<file path="config.mk">
export PLATFORM = sky130hd
export DESIGN_NAME = instr_prefetch_queue
export DESIGN_NICKNAME = d
export VERILOG_FILES = /design/src/rtl/riscuin_fetch_pkg.sv /design/src/rtl/instr_fifo.sv /design/src/rtl/instr_prefetch_queue.sv
export SDC_FILE = /design/constraint.sdc
export NUM_CORES = 1
export LEC_CHECK = 0
export CORE_MARGIN = 3
export CORE_UTILIZATION = 57
export CTS_BUF_LIST = sky130_fd_sc_hd__clkbuf_4
export DETAILED_ROUTE_END_ITERATION = 7
export PLACE_DENSITY = 0.88
export SYNTH_ARGS = -nofsm -noshare
export SYNTH_HDL_FRONTEND = slang
export SYNTH_SLANG_ARGS = --single-unit
</file>
<file path="constraint.sdc">
create_clock -name clk -period 8.18 [get_ports clk]
set_input_delay 2.045 -clock clk [delete_from_list [all_inputs] [get_ports clk]]
set_output_delay 2.045 -clock clk [all_outputs]
set_load 0.005 [all_outputs]
</file>
<file path="src/rtl/riscuin_fetch_pkg.sv">
// Shared constants and sizing helpers for the RISCuin instruction fetch front end.
package riscuin_fetch_pkg;

  localparam logic [31:0] NOP = 32'h0000_0013;

  function automatic int unsigned entry_width(input int unsigned addr_w);
    return 32 + addr_w;
  endfunction

  function automatic int unsigned clog2(input int unsigned n);
    int unsigned r;
    r = 0;
    while ((1 << r) < n) r++;
    return r;
  endfunction

endpackage

</file>
<file path="src/rtl/instr_fifo.sv">
// Generic synchronous FIFO with flush; DEPTH must be a power of two.
module instr_fifo
  import riscuin_fetch_pkg::*;
#(
  parameter int unsigned WIDTH = 32,
  parameter int unsigned DEPTH = 4,
  localparam int unsigned PTR_W = clog2(DEPTH)
) (
  input  logic             clk,
  input  logic             rst,
  input  logic             push_i,
  input  logic [WIDTH-1:0] wdata_i,
  input  logic             pop_i,
  input  logic             flush_i,
  output logic [WIDTH-1:0] rdata_o,
  output logic [PTR_W:0]   count_o,
  output logic             empty_o,
  output logic             full_o
);

  logic [WIDTH-1:0] mem_q [DEPTH];
  logic [PTR_W-1:0] wr_ptr_q, rd_ptr_q;
  logic [PTR_W:0]   count_q, count_d;
  logic             do_push, do_pop;

  assign empty_o = (count_q == '0);
  assign full_o  = (count_q == (PTR_W+1)'(DEPTH));
  assign count_o = count_q;
  assign rdata_o = mem_q[rd_ptr_q];

  // A push into a full FIFO is allowed only when the head leaves in the same cycle.
  assign do_pop  = pop_i && !empty_o;
  assign do_push = push_i && (!full_o || do_pop);

  always_comb begin
    count_d = count_q;
    case ({do_push, do_pop})
      2'b10:   count_d = count_q + (PTR_W+1)'(1);
      2'b01:   count_d = count_q - (PTR_W+1)'(1);
      default: count_d = count_q;
    endcase
  end

  always_ff @(posedge clk or posedge rst) begin
    if (rst) begin
      wr_ptr_q <= '0;
      rd_ptr_q <= '0;
      count_q  <= '0;
    end else if (flush_i) begin
      wr_ptr_q <= '0;
      rd_ptr_q <= '0;
      count_q  <= '0;
    end else begin
      if (do_push) wr_ptr_q <= wr_ptr_q + PTR_W'(1);
      if (do_pop)  rd_ptr_q <= rd_ptr_q + PTR_W'(1);
      count_q <= count_d;
    end
  end

  always_ff @(posedge clk) begin
    if (do_push) mem_q[wr_ptr_q] <= wdata_i;
  end

endmodule

</file>
<file path="src/rtl/instr_prefetch_queue.sv">
// Instruction prefetch front end: issues word fetches ahead of decode, buffers
// {instr, pc} in order, and discards in-flight responses after a redirect.
module instr_prefetch_queue
  import riscuin_fetch_pkg::*;
#(
  parameter int unsigned INSTR_ADDR_WIDTH = 10,
  parameter int unsigned DEPTH = 4,
  parameter logic [INSTR_ADDR_WIDTH-1:0] RESET_PC = '0
) (
  input  logic                        clk,
  input  logic                        rst,
  input  logic                        en,
  output logic                        mem_req,
  output logic [INSTR_ADDR_WIDTH-1:0] mem_addr,
  input  logic                        mem_ready,
  input  logic                        mem_rvalid,
  input  logic [31:0]                 mem_rdata,
  output logic                        instr_valid,
  output logic [31:0]                 instr,
  output logic [INSTR_ADDR_WIDTH-1:0] instr_pc,
  input  logic                        instr_ready,
  input  logic                        redirect,
  input  logic [INSTR_ADDR_WIDTH-1:0] redirect_pc,
  output logic                        busy
);

  localparam int unsigned AW     = INSTR_ADDR_WIDTH;
  localparam int unsigned PTR_W  = clog2(DEPTH);
  localparam int unsigned CNT_W  = PTR_W + 1;
  localparam int unsigned DROP_W = CNT_W + 4;
  localparam int unsigned EW     = entry_width(AW);

  logic [AW-1:0]     fetch_pc_q, fetch_pc_d;
  logic [CNT_W-1:0]  outst_q, outst_d;
  logic [DROP_W-1:0] drop_q, drop_d;

  logic [EW-1:0]    q_rdata;
  logic [CNT_W-1:0] q_count, tag_count;
  logic             q_empty, q_full, tag_empty, tag_full;
  logic [AW-1:0]    tag_head;
  logic [CNT_W:0]   in_flight;
  logic             accept, rsp_any, rsp_drop, rsp_keep, consume, q_push;

  assign in_flight = {1'b0, q_count} + {1'b0, outst_q};
  assign mem_req   = !rst && en && !redirect && (in_flight < (CNT_W+1)'(DEPTH));
  assign mem_addr  = fetch_pc_q;
  assign accept    = mem_req && mem_ready;

  assign rsp_any  = mem_rvalid && ((drop_q != '0) || (outst_q != '0));
  assign rsp_drop = mem_rvalid && (drop_q != '0);
  assign rsp_keep = mem_rvalid && (drop_q == '0) && (outst_q != '0);
  assign q_push   = rsp_keep && !redirect;
  assign consume  = instr_valid && instr_ready && !redirect;

  assign instr_valid = !q_empty;
  assign instr       = instr_valid ? q_rdata[EW-1 -: 32] : '0;
  assign instr_pc    = instr_valid ? q_rdata[AW-1:0] : '0;
  assign busy        = (outst_q != '0) || (drop_q != '0);

  always_comb begin
    fetch_pc_d = fetch_pc_q;
    outst_d    = outst_q;
    drop_d     = drop_q;
    if (redirect) begin
      fetch_pc_d = redirect_pc;
      drop_d     = drop_q + DROP_W'(outst_q) - DROP_W'(rsp_any);
      outst_d    = '0;
    end else begin
      if (accept) fetch_pc_d = fetch_pc_q + AW'(1);
      outst_d = outst_q + CNT_W'(accept) - CNT_W'(rsp_keep);
      if (rsp_drop) drop_d = drop_q - DROP_W'(1);
    end
  end

  always_ff @(posedge clk or posedge rst) begin
    if (rst) begin
      fetch_pc_q <= RESET_PC;
      outst_q    <= '0;
      drop_q     <= '0;
    end else begin
      fetch_pc_q <= fetch_pc_d;
      outst_q    <= outst_d;
      drop_q     <= drop_d;
    end
  end

  instr_fifo #(.WIDTH(EW), .DEPTH(DEPTH)) u_instr_q (
    .clk     (clk),
    .rst     (rst),
    .push_i  (q_push),
    .wdata_i ({mem_rdata, tag_head}),
    .pop_i   (consume),
    .flush_i (redirect),
    .rdata_o (q_rdata),
    .count_o (q_count),
    .empty_o (q_empty),
    .full_o  (q_full)
  );

  // Tags are flushed on redirect, so only live requests hold tags; dropped
  // responses are accounted for by drop_q alone and never pop this FIFO.
  instr_fifo #(.WIDTH(AW), .DEPTH(DEPTH)) u_tag_q (
    .clk     (clk),
    .rst     (rst),
    .push_i  (accept),
    .wdata_i (fetch_pc_q),
    .pop_i   (q_push),
    .flush_i (redirect),
    .rdata_o (tag_head),
    .count_o (tag_count),
    .empty_o (tag_empty),
    .full_o  (tag_full)
  );

  always_ff @(posedge clk) begin
    if (!rst) begin
      assert (!(mem_rvalid && (outst_q == '0) && (drop_q == '0)));
      assert (!(q_push && q_full));
      assert (!(accept && tag_full));
      assert (!(rsp_keep && tag_empty));
      assert (tag_count == outst_q);
    end
  end

endmodule

</file>
== Yosys cells after proc, flatten, opt, wreduce, memory -nomap -nowiden ==
Memories as Yosys holds them, arrays and structs flattened.
Index checks and enable logic that the tools add are counted.
W data, S select, Z words.

* Memories: 2
* Flip-flop bits (word level): 34
* Output and inout port bits: 55
* RAM bits: 208
* Logic and storage cells: 93
* Bits of input ports: 49

{| class="wikitable"
|+ Memories
! memory !! depth !! width !! rd ports !! clocked after Yosys merged registers in !! write ports !! line !! text
|-
| u_instr_q.mem_q || 4 || 42 || 1 || 0 || 1 || instr_fifo.sv:21 || <nowiki>logic [WIDTH-1:0] mem_q [DEPTH];</nowiki>
|-
| u_tag_q.mem_q || 4 || 10 || 1 || 0 || 1 || instr_fifo.sv:21 ||
|}

* $add $sub $neg: 15
* $lt $le $gt $ge: 1
* Equal/unequal tests: 6
* Reductions and logical operators: 37
* Mux-type cells: 23

{| class="wikitable"
|+ Operators by type and width
! cell !! count
|-
| $mux W32 || 1
|-
| $mux W10 || 3
|-
| $mux W2 || 8
|-
| $logic_and A1 B1 Y1 || 15
|-
| $mux W7 || 2
|-
| $pmux W3 S2 || 2
|-
| $reduce_bool A2 Y1 || 6
|-
| $add A10 B1 Y10 const B || 1
|-
| $mux W3 || 3
|-
| $reduce_bool A3 Y1 || 3
|-
| $add A2 B1 Y2 const B || 4
|-
| $add A7 B3 Y7 || 1
|-
| $logic_not A7 Y1 || 1
|-
| $reduce_bool A7 Y1 || 1
|-
| $sub A7 B1 Y7 || 1
|-
| $sub A7 B1 Y7 const B || 1
|-
| $add A3 B1 Y3 const B || 2
|-
| $eq A3 B3 Y1 const B || 2
|-
| $logic_not A1 Y1 || 6
|-
| $logic_not A3 Y1 || 2
|-
| $sub A3 B1 Y3 const B || 2
|-
| $add A3 B3 Y4 || 1
|-
| $eq A2 B1 Y1 const B || 2
|-
| $eq A2 B2 Y1 const B || 2
|-
| other kinds (5) || 10
|}

== Longest topological paths before layout ==
Gate-level depths: netlist of run 1.

* Word-level depth: 10
* Gate-level depth with buffers: 14
* Gate-level depth less buffers: 14

== By module ==
From an unflattened synthesis of run 1, not the netlist that was laid out.

* Cells, all modules: 632
* Area total of the unflattened synthesis: 10603.9 µm²

{| class="wikitable"
|+ By module, submodules not included
! module !! times used !! area an instance (µm²) !! cells each !! seq. area each (µm²)
|-
| instr_fifo (u_instr_q) || 1 || 6596.3 || 283 || 5220.0
|-
| instr_prefetch_queue || 1 || 2020.7 || 234 || 500.5
|-
| instr_fifo (u_tag_q) || 1 || 1986.9 || 115 || 1376.3
|}

== Least setup slack after synthesis of run 1 ==
No wires, ideal clock.

* Path type: input to output
* Start: input rst
* End: output mem_req
* Path buffers: 0
* Cell stages on the path: 2
* Data required time: 6.135 ns
* Arrival: 2.486 ns
* Setup slack: 3.649 ns
* Path through: nor4b_2 and3_1

* Longest elaborated chain between the ends: 4

{| class="wikitable"
|+ Ends and longest elaborated chain
! item !! line !! text
|-
| start: declaration || instr_prefetch_queue.sv:11 || <nowiki>input logic rst,</nowiki>
|-
| $logic_not A1 Y1 (no source line) || - ||
|-
| $logic_and A1 B1 Y1 (3 in series) || instr_prefetch_queue.sv:45 || <nowiki>assign mem_req = !rst && en && !redirect && (in_flight < (CNT_W+1)'(DEPTH));</nowiki>
|-
| end: declaration || instr_prefetch_queue.sv:13 || <nowiki>output logic mem_req,</nowiki>
|}

No other way between the ends.

== Worst setup path after layout of run 1 ==
Same ends and word-level chain as after synthesis.

==> results.md, run 1 <==
- Outcome: finished, final reports clean
- Worst setup EP type: output pin
- Die width: 140.8 um
- WL/cell: 19.09 um
- YS warnings: 0
- Startpoint types: input port
- Layout cell share with drive strength beyond 1: 20.41%
- DRT iter0 DRCs: 387
- Adder-Cell Fraction of Synth Area: 4.038%
- Detailed-router iteration count before antenna repair: 4
- Gr usage total: 20.56%
- Cell accounting for the most synthesized area: edfxtp_1
- Crit-path slowest cell: clkdlybuf4s50_1
- Synth unique cells: 59
- Compound-Gate Fraction of Synth Area: 3.603%
- Initial antenna violation count: 0
- Antenna cells: 0
- Worst-path cell chain: clkdlybuf4s50_1 -> nor4b_2 -> and3_1 -> clkdlybuf4s50_1
- Placer congestion estimate: 0.8286
- H-tree depth: 2
- Port bufs: 103
- Core area: 17540 um^2
- Tmin final: 5.529 ns
- Max_slew headroom: 25.25%
- CP Data Required Time: 6.14 ns
- Mean Syn Cell Area: 17.16 um^2
- Worst Hold Class: flip-flop to flip-flop
- Async SR Flop Fraction: 14.05%
- Remaining DRCs: 0
- MaxCap Viol Count: 0
- Fin. Hold Viols: 0
- Clock sink total: 242
- Num CTS Buffers: 57
- PwrDens: 217.9 nW/um^2
- Core Rows: 48
- RSZ-0062 raised after global routing: no
- Vias in the first global route: 6250
- Setup Buffers After CTS: 0
- Via density: 5.693
- Nets@finish: 824
- Clk buf depth: 3
- Post-Synth XOR/XNOR Area: 1.608%
- Largest cells by area after synthesis: edfxtp_1 (60%), mux4_2 (11%), dfrtp_1 (8.2%)
- F_max: 180.9 MHz
- Mux contribution to synthesized area: 12.15%
- HPWL Detailed: 12.17 mm
- EDFF count, synth: 208
- Setup TNS: 0 ns
- Worst-Margin Slew: 1.121 ns
- Register area share after synthesis: 68.57%
- Crit path max fanout: 2
- Largest net degree at the start of global routing: 46
- Synth top cells by count: edfxtp_1 (208), mux4_2 (52), and2_1 (51)
- Routed Antenna Nets: 0
- Die height: 140.8 um
- Static leakage power: 4.290 nW
- Hold_buf cts: 0
- Total grt overflow: 0
- WS Path Type: input port to output pin
- CTS clk-pin slew, worst paths: 0.06 ns
- First-pass GRT wire length: 32.09 mm
- VDD IR-drop max: 0.0001960 V
- Setup violators final: 0
- Total die area: 19810 um^2
- Cts repair resizes: 0
- Final worst-path cycle share: 67.59%
- Post-Syn Nets: 683
- Clk_lat worst skew: 0.66 ns
- Simple-gate area share of the yosys netlist: 7.834%
- CP peak stage delay: 0.51 ns
- Io pins: 104
- CTS root buffer: clkbuf_4
- Final WL: 19.36 mm
- CTS tree: yes
- Final count of pins violating max slew: 0
- Synth-to-Final Area Change: 19.06%
- Share of the synthesized area in the top cell type: 60.35%
- Count leader, synth: edfxtp_1
- Main combinational cell family by area after synthesis: multiplexers
- Flops & latches, synth: 242
- Initial Util: 59.02%
- Smallest hold slack: 0.5043 ns
- CP most frequent cell: clkdlybuf4s50_1
- Post-Syn Area: 10350 um^2
- Vias: 5773
- Fillcell total: 1113
- Clock skew: 0.04923 ns
- CP arrival: 3.48 ns
- Main synth FF type: edfxtp_1
- Mapped Cells: 603
[path summary, 6_finish.rpt]
path | start | cells past startpoint | end | slack (ns)
setup reg to reg | drop_q[4]$_DFFE_PP0P_ | 14 | drop_q[6]$_DFFE_PP0P_ | 4.28
min in group asynchronous | rst | 3 | drop_q[2]$_DFFE_PP0P_ | 1.88
setup / recovery | rst | 4 | mem_req | 2.65
hold reg to reg | drop_q[6]$_DFFE_PP0P_ | 1 | drop_q[6]$_DFFE_PP0P_ | 0.50
max in group asynchronous | rst | 3 | u_instr_q.rd_ptr_q[1]$_DFFE_PP0P_ | 5.96
hold / removal | drop_q[6]$_DFFE_PP0P_ | 1 | drop_q[6]$_DFFE_PP0P_ | 0.50
[through the flow]
stage | util, % | worst slack, ns | area, um^2 | power, mW | instances
after detailed placement | 66.10 | 2.659 | 11590 | 1.773 | 910
after CTS | 70.27 | 2.650 | 12320 | 2.721 | 1014
after floorplan | - | 3.649 | 10350 | 1.659 | 603
after global routing | 70.27 | 2.582 | 12320 | 2.836 | 1014
final | 70.27 | 2.651 | 12320 | 2.686 | 1014
after global placement | 66.10 | 2.688 | 11590 | 1.749 | 910
[cell type report]
cell class | instances | area, um^2 | area share, %
Tap cell | 225 | 281.5 | 2.284
Inverter | 32 | 120.1 | 0.9747
Multi-Input combinational cell | 304 | 3030 | 24.59
Clock buffer | 81 | 608.1 | 4.934
Timing Repair Buffer | 107 | 1061 | 8.610
Sequential cell | 242 | 7099 | 57.61
Clock inverter | 23 | 122.6 | 0.9950
[where the power goes]
part	switching, mW	leakage (nW)	internal (mW)
sequential	0.0308	2.31	1.37
combinational	0.187	1.55	0.161
clock	0.448	0.432	0.491
total	0.666	4.29	2.02
[worst max-delay path, delay by kind of cell]
kind	cells	cell delay (ns)
buffers and inverters	2	0.96
AND/OR/NAND/NOR	2	0.48
[registers in the layout, indices dropped and copies added (netlist names)]
signal              cells
u_tag_q.wr_ptr_q        2
u_instr_q.mem_q       168
u_tag_q.rd_ptr_q        2
u_tag_q.mem_q          40
u_tag_q.count_o         3
drop_q                  7
mem_addr               10
u_instr_q.wr_ptr_q      2
u_instr_q.count_o       3
u_instr_q.rd_ptr_q      2
outst_q                 3
[layout by cell type, fill, tap and decap left out, types with 5 or more instances in the layout]
cell type          n
o21ai_0           16
mux4_2            52
o31ai_1            5
inv_1             31
mux2i_1            5
a21oi_1            5
xnor2_1           12
and3_1             6
edfxtp_1         208
nand2_1           26
xor2_1             7
clkbuf_4          81
nor3_1             8
nand3_1            6
ha_1              27
dfrtp_1           32
clkinv_1          16
clkinv_2           5
and2_1            47
nor2_1            19
clkdlybuf4s50_1  103
[cell families (layout without fill, tap and decap cells)]
| family | after synthesis | count (layout) |
|---|---|---|
| flip-flops | 242 | 242 |
| AND/OR/NAND/NOR | 140 | 140 |
| multiplexers | 60 | 60 |
| buffers and inverters | 57 | 243 |
| AO/OA/AOI/OAI | 54 | 54 |
| adder cells (fa/ha/maj) | 31 | 31 |
| XOR/XNOR | 19 | 19 |
[layer usage]
| layer | part of all wire (%) | track usage, % | up-vias |
|---|---|---|---|
| met5 | 0 | 0 | - |
| met4 | 1.4 | 6.578 | 0 |
| met3 | 5.3 | 4.308 | 22 |
| met2 | 52 | 35.26 | 172 |
| met1 | 41 | 26.66 | 2923 |
| li1 | - | - | 2656 |
No activity file was read; power rests on OpenSTA's default activity.
==> run 2: changes to the inputs <==
clock period = 5.55 ns   (was 8.18 ns; I/O delays follow)
==> run 2 against run 1 <==
  * Design area rose by 0.39%
  * Sequential share of layout area fell by 0.22 points
  * Global-route usage rose by 0.58 points
  * Wire length rose by 3.7%
  * First-iteration DRC count rose by 19%
  * Non-clock buffer count rose by 5
  * Via count rose by 1.8%
  * Sequential power rose by 47%
  * Hold slack improved by 0.0047 ns
  * Worst setup slack got worse by 1.6 ns
  * Critical path depth did not move
  * Flip-flop and latch count did not move
  * Critical path type is now flip-flop to output pin
  * Largest power group unchanged
==> results.md, run 2 (synthesized netlist as in run 1, its figures left out) <==
- Outcome: finished, final reports clean
- Fin. Hold Viols: 0 (unchanged)
- WS Path Type: flip-flop to output pin
- Total die area: 19810 um^2 (unchanged)
- Clock skew: 0.04856 ns (-0.0006697 ns)
- Clk pwr share: 35.5% (+0.5 points)
- Setup TNS: 0 ns (unchanged)
- Vias in the first global route: 6348 (+1.6%)
- Worst-Margin Slew: 1.059 ns (-0.06254 ns)
- First-pass GRT wire length: 33.04 mm (+3.0%)
- Post-layout util: 70.54% (+0.27 points)
- Synth-to-Final Area Change: 19.52%
- Tmin final: 4.482 ns
- CP Data Required Time: 4.16 ns (-1.98 ns)
- Net Sw Power: 1.005 mW (+51%)
- Die width: 140.8 um (unchanged)
- Fillcell total: 1108 (-0.45%)
- Worst setup margin: 1.068 ns (-1.583 ns)
- Clk_lat worst skew: 0.66 ns (about the same)
- Final count of pins violating max slew: 0 (unchanged)
- CTS clk-pin slew, worst paths: 0.07 ns (about the same)
- Final worst-path cycle share: 80.75%
- CTS root buffer: clkbuf_4
- Initial Util: 59.02% (unchanged)
- Final WL: 20.08 mm (+3.7%)
- Worst-path cell chain: buf_4 -> mux4_2 -> and2_1 -> clkdlybuf4s50_1
- Num CTS Buffers: 59 (+3.5%)
- Combinational power share: 13.1% (+0.2 points)
- H-tree depth: 2 (unchanged)
- HP Start: drop_q[6]$_DFFE_PP0P_
- CP Launch Point: u_instr_q.rd_ptr_q[0]$_DFFE_PP0P_
- Routed Antenna Nets: 0 (unchanged)
- Largest register FFs: 168 (unchanged)
- Via density: 5.778 (+1.5%)
- Multi-input combinational cell area: 3030 um^2 (unchanged)
- MaxCap Viol Count: 0 (unchanged)
- Clk buf depth: 3 (unchanged)
- Total grt overflow: 0 (unchanged)
- Core Rows: 48 (unchanged)
- WL/cell: 19.74 um (+3.4%)
- Internal power of the cells: 3.014 mW (+49%)
- F_max: 223.1 MHz
- Reg2reg start: drop_q[5]$_DFFE_PP0P_
- CP arrival: 3.09 ns (-0.39 ns)
- Register area: 7099 um^2 (unchanged)
- Detailed-router iteration count before antenna repair: 4 (unchanged)
- Commonest cells after routing, fill and taps aside: edfxtp_1 (208), clkdlybuf4s50_1 (103), clkbuf_4 (87)
- Static leakage power: 4.334 nW (+1.0%)
- Initial antenna violation count: 0 (unchanged)
- CTS tree: yes
- CP peak stage delay: 0.89 ns (+0.38 ns)
- Die height: 140.8 um (unchanged)
- Remaining DRCs: 0 (unchanged)
- Layout cell share with drive strength beyond 1: 21.59% (+1.2 points)
- DRT iter0 DRCs: 460 (+19%)
- Most common cell after layout, fill and taps aside: edfxtp_1
- PwrDens: 324.9 nW/um^2 (+49%)
- Crit-path slowest cell: dfrtp_2
- Setup violators final: 0 (unchanged)
- Placement Setup Slack: 1.069 ns (-1.590 ns)
- VDD IR-drop max: 0.0002725 V (+39%)
- Cts repair resizes: 0 (unchanged)
- Placer congestion estimate: 0.8866 (+7.0%)
- Buf/Inv on CP: 2 (unchanged)
- Setup Buffers After CTS: 0 (unchanged)
- Worst Hold Class: flip-flop to flip-flop
- Clock sink total: 242 (unchanged)
- RSZ-0062 raised after global routing: no
- Seq pwr share: 51.3% (-0.8 points)
- Gr usage total: 21.14% (+0.58 points)
- Startpoint types: flip-flop
- Nets@finish: 831 (+0.85%)
- Core area: 17540 um^2 (unchanged)
- Most flops, register: u_instr_q.mem_q
- Worst path top cell family by delay: flip-flops
- Post-DP Area: 11630 um^2 (+0.32%)
- Max_slew headroom: 29.42% (+4.2 points)
- HPWL Detailed: 13.10 mm (+7.7%)
- Worst setup EP type: output pin
- Crit path max fanout: 25 (+23)
- Vias: 5876 (+1.8%)
- Final instance area: 12370 um^2 (+0.39%)
- Tot Pwr: 4.019 mW (+50%)
- Port bufs: 103 (unchanged)
- Largest net degree at the start of global routing: 46 (unchanged)
- Io pins: 104 (unchanged)
- Antenna cells: 0 (unchanged)
- Hold_buf cts: 0 (unchanged)
- Switch share: 25.02% (+0.21 points)
## run 2: cell types whose count changed in the layout (fill, tap and decap cells not counted), sizes merged
| cell | delta |
|---|---|
| buf | +5 |
| clkinv | -8 |
| clkinvlp | -1 |
| inv | +1 |
| clkbuf | +6 |
## run 2: final timing paths
| path | endpoint | slack, ns | cells past startpoint |
|---|---|---|---|
| min in group asynchronous | drop_q[4]$_DFFE_PP0P_ | 1.28 | 2 |
| worst min register to register | drop_q[6]$_DFFE_PP0P_ | 0.51 | 1 |
| max in group asynchronous | u_instr_q.rd_ptr_q[0]$_DFFE_PP0P_ | 3.52 | 3 |
| worst max-delay path | instr[1] | 1.07 | 4 |
| worst min-delay path | drop_q[6]$_DFFE_PP0P_ | 0.51 | 1 |
| worst max register to register | drop_q[6]$_DFFE_PP0P_ | 1.78 | 14 |
## run 2: layer usage
| metal | vias to the layer above | global-route usage, % | wire length, um |
|---|---|---|---|
| met2 | 234 | 35.08 | 10180 |
| met1 | 2933 | 27.94 | 8138 |
| met3 | 38 | 4.647 | 1408 |
| met5 | - | 0 | 0 |
| li1 | 2671 | - | - |
| met4 | 0 | 7.649 | 350 |
## run 2: final cells by class
class	count	share of cell area [%]
clock buffer	87	5.280
sequential	242	57.39
inverter	32	0.9710
clock inverter	15	0.7080
timing repair buffer	112	8.880
tap	225	2.276
multi-input combinational	304	24.50
## run 2: power by group through the flow
stage | clock network (mW) | logic, mW | registers, mW
3_5_place_dp | 0 | 0.521 | 2.10
4_1_cts | 1.47 | 0.524 | 2.06
2_1_floorplan | 0 | 0.359 | 2.09
3_3_place_gp | 0 | 0.492 | 2.10
6_report | 1.43 | 0.527 | 2.06
5_1_grt | 1.56 | 0.603 | 2.07
## run 2: per-stage QoR
stage | instances | hold WS [ns]
2_1_floorplan | 603 | 0.4519
3_3_place_gp | 915 | 0.4820
3_5_place_dp | 915 | 0.4903
4_1_cts | 1017 | 0.5018
5_1_grt | 1017 | 0.5075
6_report | 1017 | 0.5090
## run 2: worst reg2reg max path: cells and delay by family, from the launching register on
family,cells,cell delay (ns)
xor+xnor,2,0.33
compound gates,4,1.24
simple gates,2,0.38
fa+ha+maj,4,1.13
buf+inv,2,0.22
flops,1,0.37
==> run 3: changes to the inputs <==
CORE_UTILIZATION = 53   (was 57)
PLACE_DENSITY = 0.86   (was 0.88)
clock period = 3.9 ns   (was 5.55 ns; I/O delays follow)
==> run 3 against run 2 <==
  * Cell count up 3.5%
  * Design area up 0.55%
  * Register-to-register slack worse by 1.2 ns
  * Critical path depth unchanged
  * Hold slack worse by 0.014 ns
  * Via count down 0.20%
  * Sequential power up 43%
  * Wire length down 1.8%
  * First-iteration DRC count down 19%
  * Critical path type unchanged
==> results.md, run 3 (synthesized netlist as in run 1, its figures left out) <==
- Outcome: finished, final reports clean
- CP Data Required Time: 2.92 ns (-1.24 ns)
- Static leakage power: 4.343 nW (+0.22%)
- Setup TNS: 0 ns (unchanged)
- Setup violators final: 0 (unchanged)
- Core area: 18960 um^2 (+8.1%)
- Multi-input combinational cell area: 3030 um^2 (unchanged)
- Final count of pins violating max slew: 0 (unchanged)
- WL/cell: 18.72 um (-5.1%)
- VDD IR-drop max: 0.0002815 V (+3.3%)
- Worst-Margin Slew: 0.7629 ns (-0.2958 ns)
- Placement Setup Slack: 0.02776 ns (-1.042 ns)
- Nets@finish: 843 (+1.4%)
- Placer congestion estimate: 0.8989 (+1.4%)
- Die width: 145.7 um (+3.5%)
- PwrDens: 443.6 nW/um^2 (+37%)
- Total die area: 21240 um^2 (+7.2%)
- CTS clk-pin slew, worst paths: 0.06 ns (about the same)
- Worst setup margin: 0.2277 ns (-0.8404 ns)
- Num CTS Buffers: 59 (unchanged)
- Worst Hold Class: flip-flop to flip-flop
- Detailed-router iteration count before antenna repair: 4 (unchanged)
- Initial Util: 54.60% (-4.4 points)
- CP arrival: 2.70 ns (-0.39 ns)
- Most flops, register: u_instr_q.mem_q
- Crit path max fanout: 23 (-8.0%)
- Clk buf depth: 3 (unchanged)
- WS Path Type: flip-flop to output pin
- Largest register FFs: 168 (unchanged)
- Io pins: 104 (unchanged)
- Crit-path slowest cell: dfrtp_4
- Max_slew headroom: 49.08% (+20 points)
- Clock skew: 0.04787 ns (-0.0006893 ns)
- Cts repair resizes: 0 (unchanged)
- Worst-path cell chain: buf_12 -> mux4_2 -> and2_1 -> clkdlybuf4s50_1
- F_max: 272.3 MHz
- Die height: 145.7 um (+3.5%)
- CP peak stage delay: 0.61 ns (-0.28 ns)
- Clk_lat worst skew: 0.67 ns (about the same)
- Tmin final: 3.672 ns
- Core Rows: 50 (+4.2%)
- Layout cell share with drive strength beyond 1: 21.82% (+0.22 points)
- Commonest cells after routing, fill and taps aside: edfxtp_1 (208), clkdlybuf4s50_1 (103), clkbuf_4 (79)
- RSZ-0062 raised after global routing: no
- CTS tree: yes
- Antenna cells: 0 (unchanged)
- Startpoint types: flip-flop
- Via density: 5.569 (-3.6%)
- Total grt overflow: 0 (unchanged)
- Worst setup EP type: output pin
- Final worst-path cycle share: 94.16%
- Port bufs: 103 (unchanged)
- Smallest hold slack: 0.4955 ns (-0.01353 ns)
- Register area: 7102 um^2 (about the same)
- Synth-to-Final Area Change: 20.18%
- Clock sink total: 242 (unchanged)
- Gr usage total: 18.96% (-2.2 points)
- Largest net degree at the start of global routing: 46 (unchanged)
- Vias: 5864 (-0.20%)
- Remaining DRCs: 0 (unchanged)
- Routed Antenna Nets: 0 (unchanged)
- MaxCap Viol Count: 0 (unchanged)
- Hold_buf cts: 0 (unchanged)
- Fillcell total: 1297 (+17%)
- Setup Buffers After CTS: 0 (unchanged)
- Most common cell after layout, fill and taps aside: edfxtp_1
- H-tree depth: 2 (unchanged)
- DRT iter0 DRCs: 373 (-19%)
- CTS root buffer: clkbuf_4
- Initial antenna violation count: 0 (unchanged)
- Final WL: 19.72 mm (-1.8%)
- HPWL Detailed: 12.80 mm (-2.3%)
- First-pass GRT wire length: 32.33 mm (-2.2%)
- Fin. Hold Viols: 0 (unchanged)
- Vias in the first global route: 6330 (-0.28%)
[run 3: cell count changes in the layout (fill, tap and decap cells not counted), sizes merged]
| cell | change |
|---|---|
| buf | +12 |
| clkbuf | -8 |
| bufinv | -1 |
| clkinv | -1 |
| inv | -1 |
[run 3: power breakdown]
| part | leakage, nW | internal [mW] | switching (mW) |
|---|---|---|---|
| Combinational | 1.64 | 0.344 | 0.400 |
| Sequential | 2.31 | 2.87 | 0.0671 |
| Clock | 0.392 | 0.924 | 0.912 |
[run 3: layout make-up]
cell class              instances  area share, %
repair buffers                124          9.758
multi-input cells             304          24.36
clock inverters                12         0.4326
well taps                     260          2.615
flip-flops and latches        242          57.10
clock buffers                  79          4.768
inverters                      32         0.9657
[run 3: final timing paths]
path / start / cells after the start / endpoint / slack (ns)
setup / recovery: u_instr_q.rd_ptr_q[0]$_DFFE_PP0P_ / 4 / instr[19] / 0.23
hold / removal: drop_q[6]$_DFFE_PP0P_ / 1 / drop_q[6]$_DFFE_PP0P_ / 0.50
setup reg to reg: drop_q[4]$_DFFE_PP0P_ / 14 / drop_q[6]$_DFFE_PP0P_ / 0.58
hold reg to reg: drop_q[6]$_DFFE_PP0P_ / 1 / drop_q[6]$_DFFE_PP0P_ / 0.50
max in group asynchronous: rst / 3 / u_instr_q.rd_ptr_q[0]$_DFFE_PP0P_ / 2.32
min in group asynchronous: rst / 2 / mem_addr[1]$_DFFE_PP0P_ / 0.84
[run 3: metal layers]
layer / routed length, um / global-route usage, % / vias to the layer above / part of all wire, %
met3: 1342 / 4.983 / 36 / 6.8
li1: - / - / 2679 / -
met4: 317 / 6.078 / 0 / 1.6
met5: 0 / 0 / - / 0
met2: 9929 / 32.05 / 228 / 50
met1: 8128 / 24.22 / 2921 / 41
[run 3: critical path, delay by kind of cell (launching register included)]
kind / cells / cell delay, ns
buffers and inverters: 2 / 0.72
muxes: 1 / 0.52
DFF: 1 / 0.61
and+or+nand+nor: 1 / 0.20
[run 3: stage by stage]
stage | instance area, um^2 | instances | util, % | total power, mW
after floorplan | 10350 | 603 | - | 3.479
after global placement | 11790 | 962 | 62.19 | 3.680
after detailed placement | 11790 | 962 | 62.19 | 3.725
after CTS | 12440 | 1053 | 65.60 | 5.586
after global routing | 12440 | 1053 | 65.62 | 5.834
final | 12440 | 1053 | 65.62 | 5.518
